File: config.mk
export PLATFORM = sky130hd
export DESIGN_NAME = beep_sched
export DESIGN_NICKNAME = d
export VERILOG_FILES = /design/src/rtl/beep_pkg.sv /design/src/rtl/beep_tick_gen.sv /design/src/rtl/beep_sched.sv
export SDC_FILE = /design/constraint.sdc
export NUM_CORES = 1
export LEC_CHECK = 0
export CAP_MARGIN = 30
export CORE_ASPECT_RATIO = 0.5
export CORE_MARGIN = 4
export CORE_UTILIZATION = 46
export CTS_CLUSTER_DIAMETER = 150
export DETAILED_ROUTE_END_ITERATION = 10
export GPL_TIMING_DRIVEN = 0
export MAX_ROUTING_LAYER = met4
export PLACE_DENSITY_LB_ADDON = 0.08
export SETUP_SLACK_MARGIN = 0.3
export SKIP_CTS_REPAIR_TIMING = 1
export SLEW_MARGIN = 30
export SYNTH_ARGS = -nofsm -noshare
export SYNTH_HDL_FRONTEND = slang
export SYNTH_SLANG_ARGS = --single-unit
File: constraint.sdc
create_clock -name i_clk_32k -period 4.5 [get_ports i_clk_32k]
set_input_delay 0.9 -clock i_clk_32k [delete_from_list [all_inputs] [get_ports i_clk_32k]]
set_output_delay 0.9 -clock i_clk_32k [all_outputs]
set_load 0.01 [all_outputs]
File: src/rtl/beep_pkg.sv
// Shared types and helpers for the buzzer beep scheduler.
package beep_pkg;

  typedef enum logic [1:0] {
    ST_IDLE,
    ST_ON,
    ST_OFF,
    ST_DONE
  } beep_state_e;

  localparam int TONE_W = 5;
  localparam logic [TONE_W-1:0] TONE_RST = 5'h08;

  // Widest request vector the select helper accepts
  localparam int MAX_REQ = 32;

  typedef struct packed {
    logic       valid;
    logic [4:0] idx;
  } sel_t;

  function automatic sel_t lowest_set(input logic [MAX_REQ-1:0] vec);
    sel_t s;
    s = '0;
    for (int i = MAX_REQ - 1; i >= 0; i--) begin
      if (vec[i]) begin
        s.valid = 1'b1;
        s.idx   = 5'(i);
      end
    end
    return s;
  endfunction

endpackage

File: src/rtl/beep_tick_gen.sv
// Pattern tick prescaler: counts 0..TICK_DIV-1, pulses tick on the last count,
// and restarts from 0 whenever clr is asserted.
module beep_tick_gen #(
  parameter int TICK_DIV = 32
) (
  input  logic i_clk_32k,
  input  logic i_Rst,
  input  logic clr,
  output logic tick
);

  localparam int PW = (TICK_DIV > 1) ? $clog2(TICK_DIV) : 1;
  localparam logic [PW-1:0] LAST = PW'(TICK_DIV - 1);

  logic [PW-1:0] presc;

  always_ff @(posedge i_clk_32k) begin
    if (i_Rst || clr)       presc <= '0;
    else if (presc == LAST) presc <= '0;
    else                    presc <= presc + 1'b1;
  end

  assign tick = (presc == LAST);

endmodule

File: src/rtl/beep_sched.sv
// Fixed-priority buzzer sequencer: owner plays ON/OFF bursts of its latched pattern.
// Optional BEEP_SCHED_MUTE_EN adds i_mute, which silences o_BeepEnable only.
module beep_sched
  import beep_pkg::*;
#(
  parameter int NUM_REQ  = 4,
  parameter int TICK_DIV = 32,
  parameter int CNT_W    = 8,
  parameter int REP_W    = 4
) (
  input  logic                      i_clk_32k,
  input  logic                      i_Rst,
`ifdef BEEP_SCHED_MUTE_EN
  input  logic                      i_mute,
`endif
  input  logic [NUM_REQ-1:0]        i_req,
  input  logic [TONE_W*NUM_REQ-1:0] i_tone,
  input  logic [CNT_W*NUM_REQ-1:0]  i_on_ticks,
  input  logic [CNT_W*NUM_REQ-1:0]  i_off_ticks,
  input  logic [REP_W*NUM_REQ-1:0]  i_repeat,
  output logic                      o_BeepEnable,
  output logic [TONE_W-1:0]         o_divide,
  output logic                      o_busy,
  output logic [NUM_REQ-1:0]        o_grant,
  output logic [NUM_REQ-1:0]        o_done
);

  localparam int IDX_W = (NUM_REQ > 1) ? $clog2(NUM_REQ) : 1;

  beep_state_e         state_q, state_d;
  logic [IDX_W-1:0]    owner_q, win_idx;
  logic [TONE_W-1:0]   tone_q;
  logic [CNT_W-1:0]    on_q, off_q, phase_q, phase_len;
  logic [REP_W-1:0]    rep_q, burst_q, burst_inc;
  logic [NUM_REQ-1:0]  lockout_q, owner_oh, eligible;
  logic                tick, enter, load, phase_end, preempt;
  sel_t                win;

  assign eligible  = i_req & ~lockout_q;
  assign win       = lowest_set(MAX_REQ'(eligible));
  assign win_idx   = IDX_W'(win.idx);
  assign preempt   = win.valid && (win.idx < 5'(owner_q));
  assign owner_oh  = NUM_REQ'(1) << owner_q;
  assign burst_inc = (&burst_q) ? burst_q : burst_q + 1'b1;
  assign phase_len = (state_q == ST_ON) ? ((on_q == '0) ? CNT_W'(1) : on_q) : off_q;
  assign phase_end = tick && (phase_q == phase_len - 1'b1);

  beep_tick_gen #(.TICK_DIV(TICK_DIV)) u_tick (
    .i_clk_32k (i_clk_32k),
    .i_Rst     (i_Rst),
    .clr       (enter),
    .tick      (tick)
  );

  // NOTE: sequential state uses non-blocking assignments so every register
  // samples the pre-edge values, independent of process ordering.
  always_ff @(posedge i_clk_32k) begin
    if (i_Rst) state_q <= ST_IDLE;
    else       state_q <= state_d;
  end

  always_comb begin
    // NOTE: defaults first, so no path through the case leaves a latch.
    state_d = state_q;
    load    = 1'b0;
    enter   = 1'b0;
    case (state_q)
      ST_IDLE: begin
        if (win.valid) begin
          load    = 1'b1;
          enter   = 1'b1;
          state_d = ST_ON;
        end
      end
      default: begin
        if (preempt) begin
          load    = 1'b1;
          enter   = 1'b1;
          state_d = ST_ON;
        end else if (state_q == ST_DONE || !i_req[owner_q]) begin
          enter   = 1'b1;
          state_d = ST_IDLE;
        end else if (phase_end) begin
          enter = 1'b1;
          // A zero OFF length skips OFF entirely; bursts are counted at ON end
          if (state_q == ST_ON && off_q != '0)
            state_d = ST_OFF;
          else if (rep_q != '0 && ((state_q == ST_ON) ? burst_inc : burst_q) >= rep_q)
            state_d = ST_DONE;
          else
            state_d = ST_ON;
        end
      end
    endcase
  end

  // NOTE: pattern registers are cleared on reset too, so no X can leak out
  // through o_divide or the phase compare after a mid-pattern reset.
  always_ff @(posedge i_clk_32k) begin
    if (i_Rst) begin
      owner_q   <= '0;
      tone_q    <= '0;
      on_q      <= '0;
      off_q     <= '0;
      rep_q     <= '0;
      burst_q   <= '0;
      phase_q   <= '0;
      lockout_q <= '0;
    end else begin
      lockout_q <= (lockout_q & i_req) | ((state_q == ST_DONE) ? owner_oh : '0);
      if (load) begin
        owner_q <= win_idx;
        tone_q  <= i_tone[win_idx*TONE_W +: TONE_W];
        on_q    <= i_on_ticks[win_idx*CNT_W +: CNT_W];
        off_q   <= i_off_ticks[win_idx*CNT_W +: CNT_W];
        rep_q   <= i_repeat[win_idx*REP_W +: REP_W];
        burst_q <= '0;
      end else if (state_q == ST_ON && phase_end) begin
        burst_q <= burst_inc;
      end
      if (enter)     phase_q <= '0;
      else if (tick) phase_q <= phase_q + 1'b1;
    end
  end

  always_comb begin
    o_busy       = (state_q != ST_IDLE);
    o_grant      = o_busy ? owner_oh : '0;
    o_done       = (state_q == ST_DONE) ? owner_oh : '0;
    o_divide     = o_busy ? tone_q : TONE_RST;
`ifdef BEEP_SCHED_MUTE_EN
    o_BeepEnable = (state_q == ST_ON) && !i_mute;
`else
    o_BeepEnable = (state_q == ST_ON);
`endif
  end

endmodule

==> run_results.csv <==
group,metric,value,unit
grt,antenna_found_initial,0,
timing,worst_slack,0.366,ns
die,dieArea,9210,sq um
layout,final_nets,703,
die,dieWidth,132,um
route,wl,11300,um
cts,clk_latency,0.29,ns
synth,synth_ff_type,"dfxtp_1",
timing,rsz0062_at_grt,"yes",
critical_path,endpoint_kind,"register",
cts,h-tree-depth,2,
die,core_region_area,7380,sq um
critical_path,critPathMaxStageDelay,0.56,ns
route,drc,0,
pwr,clock_power_share,0.268,
cts,cts_buffers,5,
synth,synth.avg_cell_area,7.64,sq um
layout,drive_gt1_frac,0.0613,
place,dp_slack,-0.510,ns
timing,hold_slack,0.490,ns
layout,syn_to_final_growth,41.7,%
synth,synth_cells,461,
timing,finalClockSkew,0.00573,ns
grt,grt_pass1_wl,17500,um
cts,cts_tree,"yes",
place,placed_cell_area,4830,sq um
synth,synthTopCellsByArea,"dfxtp_1, nand2_1, a311oi_1, a21oi_1, a211oi_1",
synth,synth_edf_count,0,
critical_path,reg2reg_slack,1.07,ns
pwr,swShare,0.318,
place,dp_hpwl,9090,um
critical_path,cp_slowest_cell,"a311oi_1",
timing,slew_headroom,0.450,
timing,hold_viol_final,0,
place,place.gp.congestion,0.949,
timing,fmax,242,MHz
synth,async_flop_share,0,
timing,final_max_slew_viol_count,0,
synth,netlist_area,3520,sq um
run,maxCapViolations,0,
hold_path,min_from,"tone_q[3]$_SDFFE_PP0P_",
route,vias,3806,
grt,grt_max_degree,14,
timing,post-route-period-util,0.919,
pwr,comb_power_share,0.350,
die,floorplan.rows,22,
layout,diodes,0,
synth,synth_seq_cells,50,
die,initial_core_util,0.477,
synth,synth_top_cell_area_share,0.284,
pwr,p_switching,0.000419,W
critical_path,crit_type,"in2reg",
timing,worst_pin_slew,0.823,ns
synth,netlist.top_cell.by_area,"dfxtp_1",
critical_path,crit_start,"i_req[3]",
pwr,p_int,0.000900,W
critical_path,critPathLaunchType,"primary input",
synth,yosys_warnings,0,
cts,clkSlewWorstSetupHoldPaths,0.06,ns
layout,fin_util,0.676,
timing,setup_viol,0,
critical_path,path_cells,"clkdlybuf4s50_1 > nor2b_1 > a21oi_1 > nor3_4 > clkbuf_2 > ha_1 > a211oi_2 > nor2_1 > clkbuf_1 > a311oi_1 > a21oi_1 > nor2_1",
synth,syn_nets,577,
hold_path,hp-class,"reg2reg",
critical_path,r2r_cells,13,
outcome,status,"complete, no violations",
die,io_pins,121,
timing,fin_crit,4.13,ns
cts,cts-root-buf,"clkbuf_16",
grt,grt_pass1_vias,3489,
pwr,power_density,264,nW/um^2
critical_path,required,4.72,ns
critical_path,worstSetupEndpoint,"on_q[0]$_SDFFE_PP0P_",
route,drt_iter0_markers,293,
grt,gr-total-overflow,0,
place,io_buffers,119,
route,drtPass1Iterations,5,
synth,seq_area_frac_synth,0.284,
cts,cts_num_sinks,50,
pwr,p_leak,1.80,nW
pwr,vdd_drop_max,0.176,mV
pwr,p_seq_frac,0.382,
critical_path,cp_data_arrival_time,4.36,ns
layout,stdcell_area,4990,sq um
synth,ys_types,54,
route,viasPerCell,5.57,
grt,grt_usage,0.242,
critical_path,r2r-end,"u_tick.presc[3]$_SDFF_PP0_",
critical_path,timing.rr.start,"on_q[3]$_SDFFE_PP0P_",
route,antenna_left,0,
die,die_h,69.9,um
critical_path,worstPathMaxFanout,10,
cts,cts_buffer_depth,2,
route,wl_per_cell,16.6,um
## metal layers
metal	vias up	wire [um]	track usage
met5	-	0	-
met4	0	160	0.0489
met3	14	791	0.0691
met2	120	5030	0.371
met1	1760	5350	0.322
li1	1912	-	-
## cell usage in the layout (no fill, tap or decap), types with 2 or more instances in the layout
master / count
a211oi_1: 25
a211oi_2: 3
a21o_1: 2
a21oi_1: 40
a311oi_1: 25
a31oi_1: 3
and2_1: 29
and3_1: 5
buf_6: 3
clkbuf_1: 30
clkbuf_16: 5
clkdlybuf4s50_1: 119
dfxtp_1: 50
ha_1: 10
inv_1: 7
mux2i_1: 9
nand2_1: 62
nand2b_1: 6
nand3_1: 8
nand4_1: 4
nor2_1: 49
nor2_2: 8
nor2b_1: 4
nor3_1: 11
nor3_2: 2
nor3b_1: 3
nor4_1: 4
o21ai_0: 9
or3_1: 4
or3_4: 2
xnor2_1: 9
xor2_1: 10
## cell type report
cell class	count	area [sq um]
well taps	96	120
repair buffers	119	1190
fillers	645	2390
flip-flops and latches	50	1000
multi-input cells	369	2360
clock buffers	7	133
plain buffers	34	156
inverters	8	32.5
## synthesized netlist by cell type (9+ instances only)
library cell,n
a21oi_1,40
nor2_1,49
ha_1,10
nand2_1,62
and2_1,29
nor3_1,12
xor2_1,10
o21ai_0,9
dfxtp_1,50
a211oi_1,26
a311oi_1,26
xnor2_1,9
clkbuf_1,29
mux2i_1,9
## worst min-delay path by stage
| stage | to | slack [ns] | cells past startpoint |
|---|---|---|---|
| 2_1_floorplan | u_tick.presc[0]$_SDFF_PP0_ | 0.44 | 1 |
| 3_3_place_gp | tone_q[1]$_SDFFE_PP0P_ | 0.46 | 2 |
| 3_5_place_dp | tone_q[4]$_SDFFE_PP0P_ | 0.47 | 2 |
| 4_1_cts | tone_q[4]$_SDFFE_PP0P_ | 0.49 | 2 |
| 5_1_grt | tone_q[4]$_SDFFE_PP0P_ | 0.51 | 2 |
| 6_report | tone_q[3]$_SDFFE_PP0P_ | 0.49 | 2 |
## kinds of logic (layout without fill, tap and decap cells)
family,after synthesis,after routing,synth area share
and+or+nand+nor,208,208,0.294
AOI/OAI and AO/OA,120,120,0.244
DFF,50,50,0.284
buffers and inverters,42,168,0.0533
xor gates and xnor gates,19,19,0.0472
muxes,12,12,0.0416
adders and majority gates,10,10,0.0355
## state kept, by name, indices dropped and copies added, names as in the netlist
name / flops
on_q: 8
burst_q: 4
u_tick.presc: 5
rep_q: 4
lockout_q: 4
tone_q: 5
owner_q: 2
off_q: 8
state_q: 2
phase_q: 8
## worst max-delay path, delay by kind of cell
kind	cells	cell delay (ns)
buffers and inverters	3	1.12
AOI/OAI and AO/OA	4	1.11
and+or+nand+nor	4	0.92
adders and majority gates	1	0.29
## power groups by stage
stage	Combinational, W	Clock (W)	Sequential, W
3_5_place_dp	0.000452	0	0.000512
3_3_place_gp	0.000444	0	0.000510
6_report	0.000462	0.000354	0.000503
4_1_cts	0.000455	0.000360	0.000502
5_1_grt	0.000502	0.000384	0.000507
2_1_floorplan	0.000274	0	0.000501
## per-stage QoR
| step | setup TNS [ns] | power, W | std cells |
|---|---|---|---|
| 4_1_cts | -2.97 | 0.00132 | 683 |
| 5_1_grt | 0 | 0.00139 | 683 |
| 6_report | 0 | 0.00132 | 683 |
| 3_3_place_gp | -8.00 | 0.000954 | 676 |
| 2_1_floorplan | 0 | 0.000775 | 461 |
| 3_5_place_dp | -10.12 | 0.000963 | 676 |
Note: power is estimated with default switching activity, not from simulation.
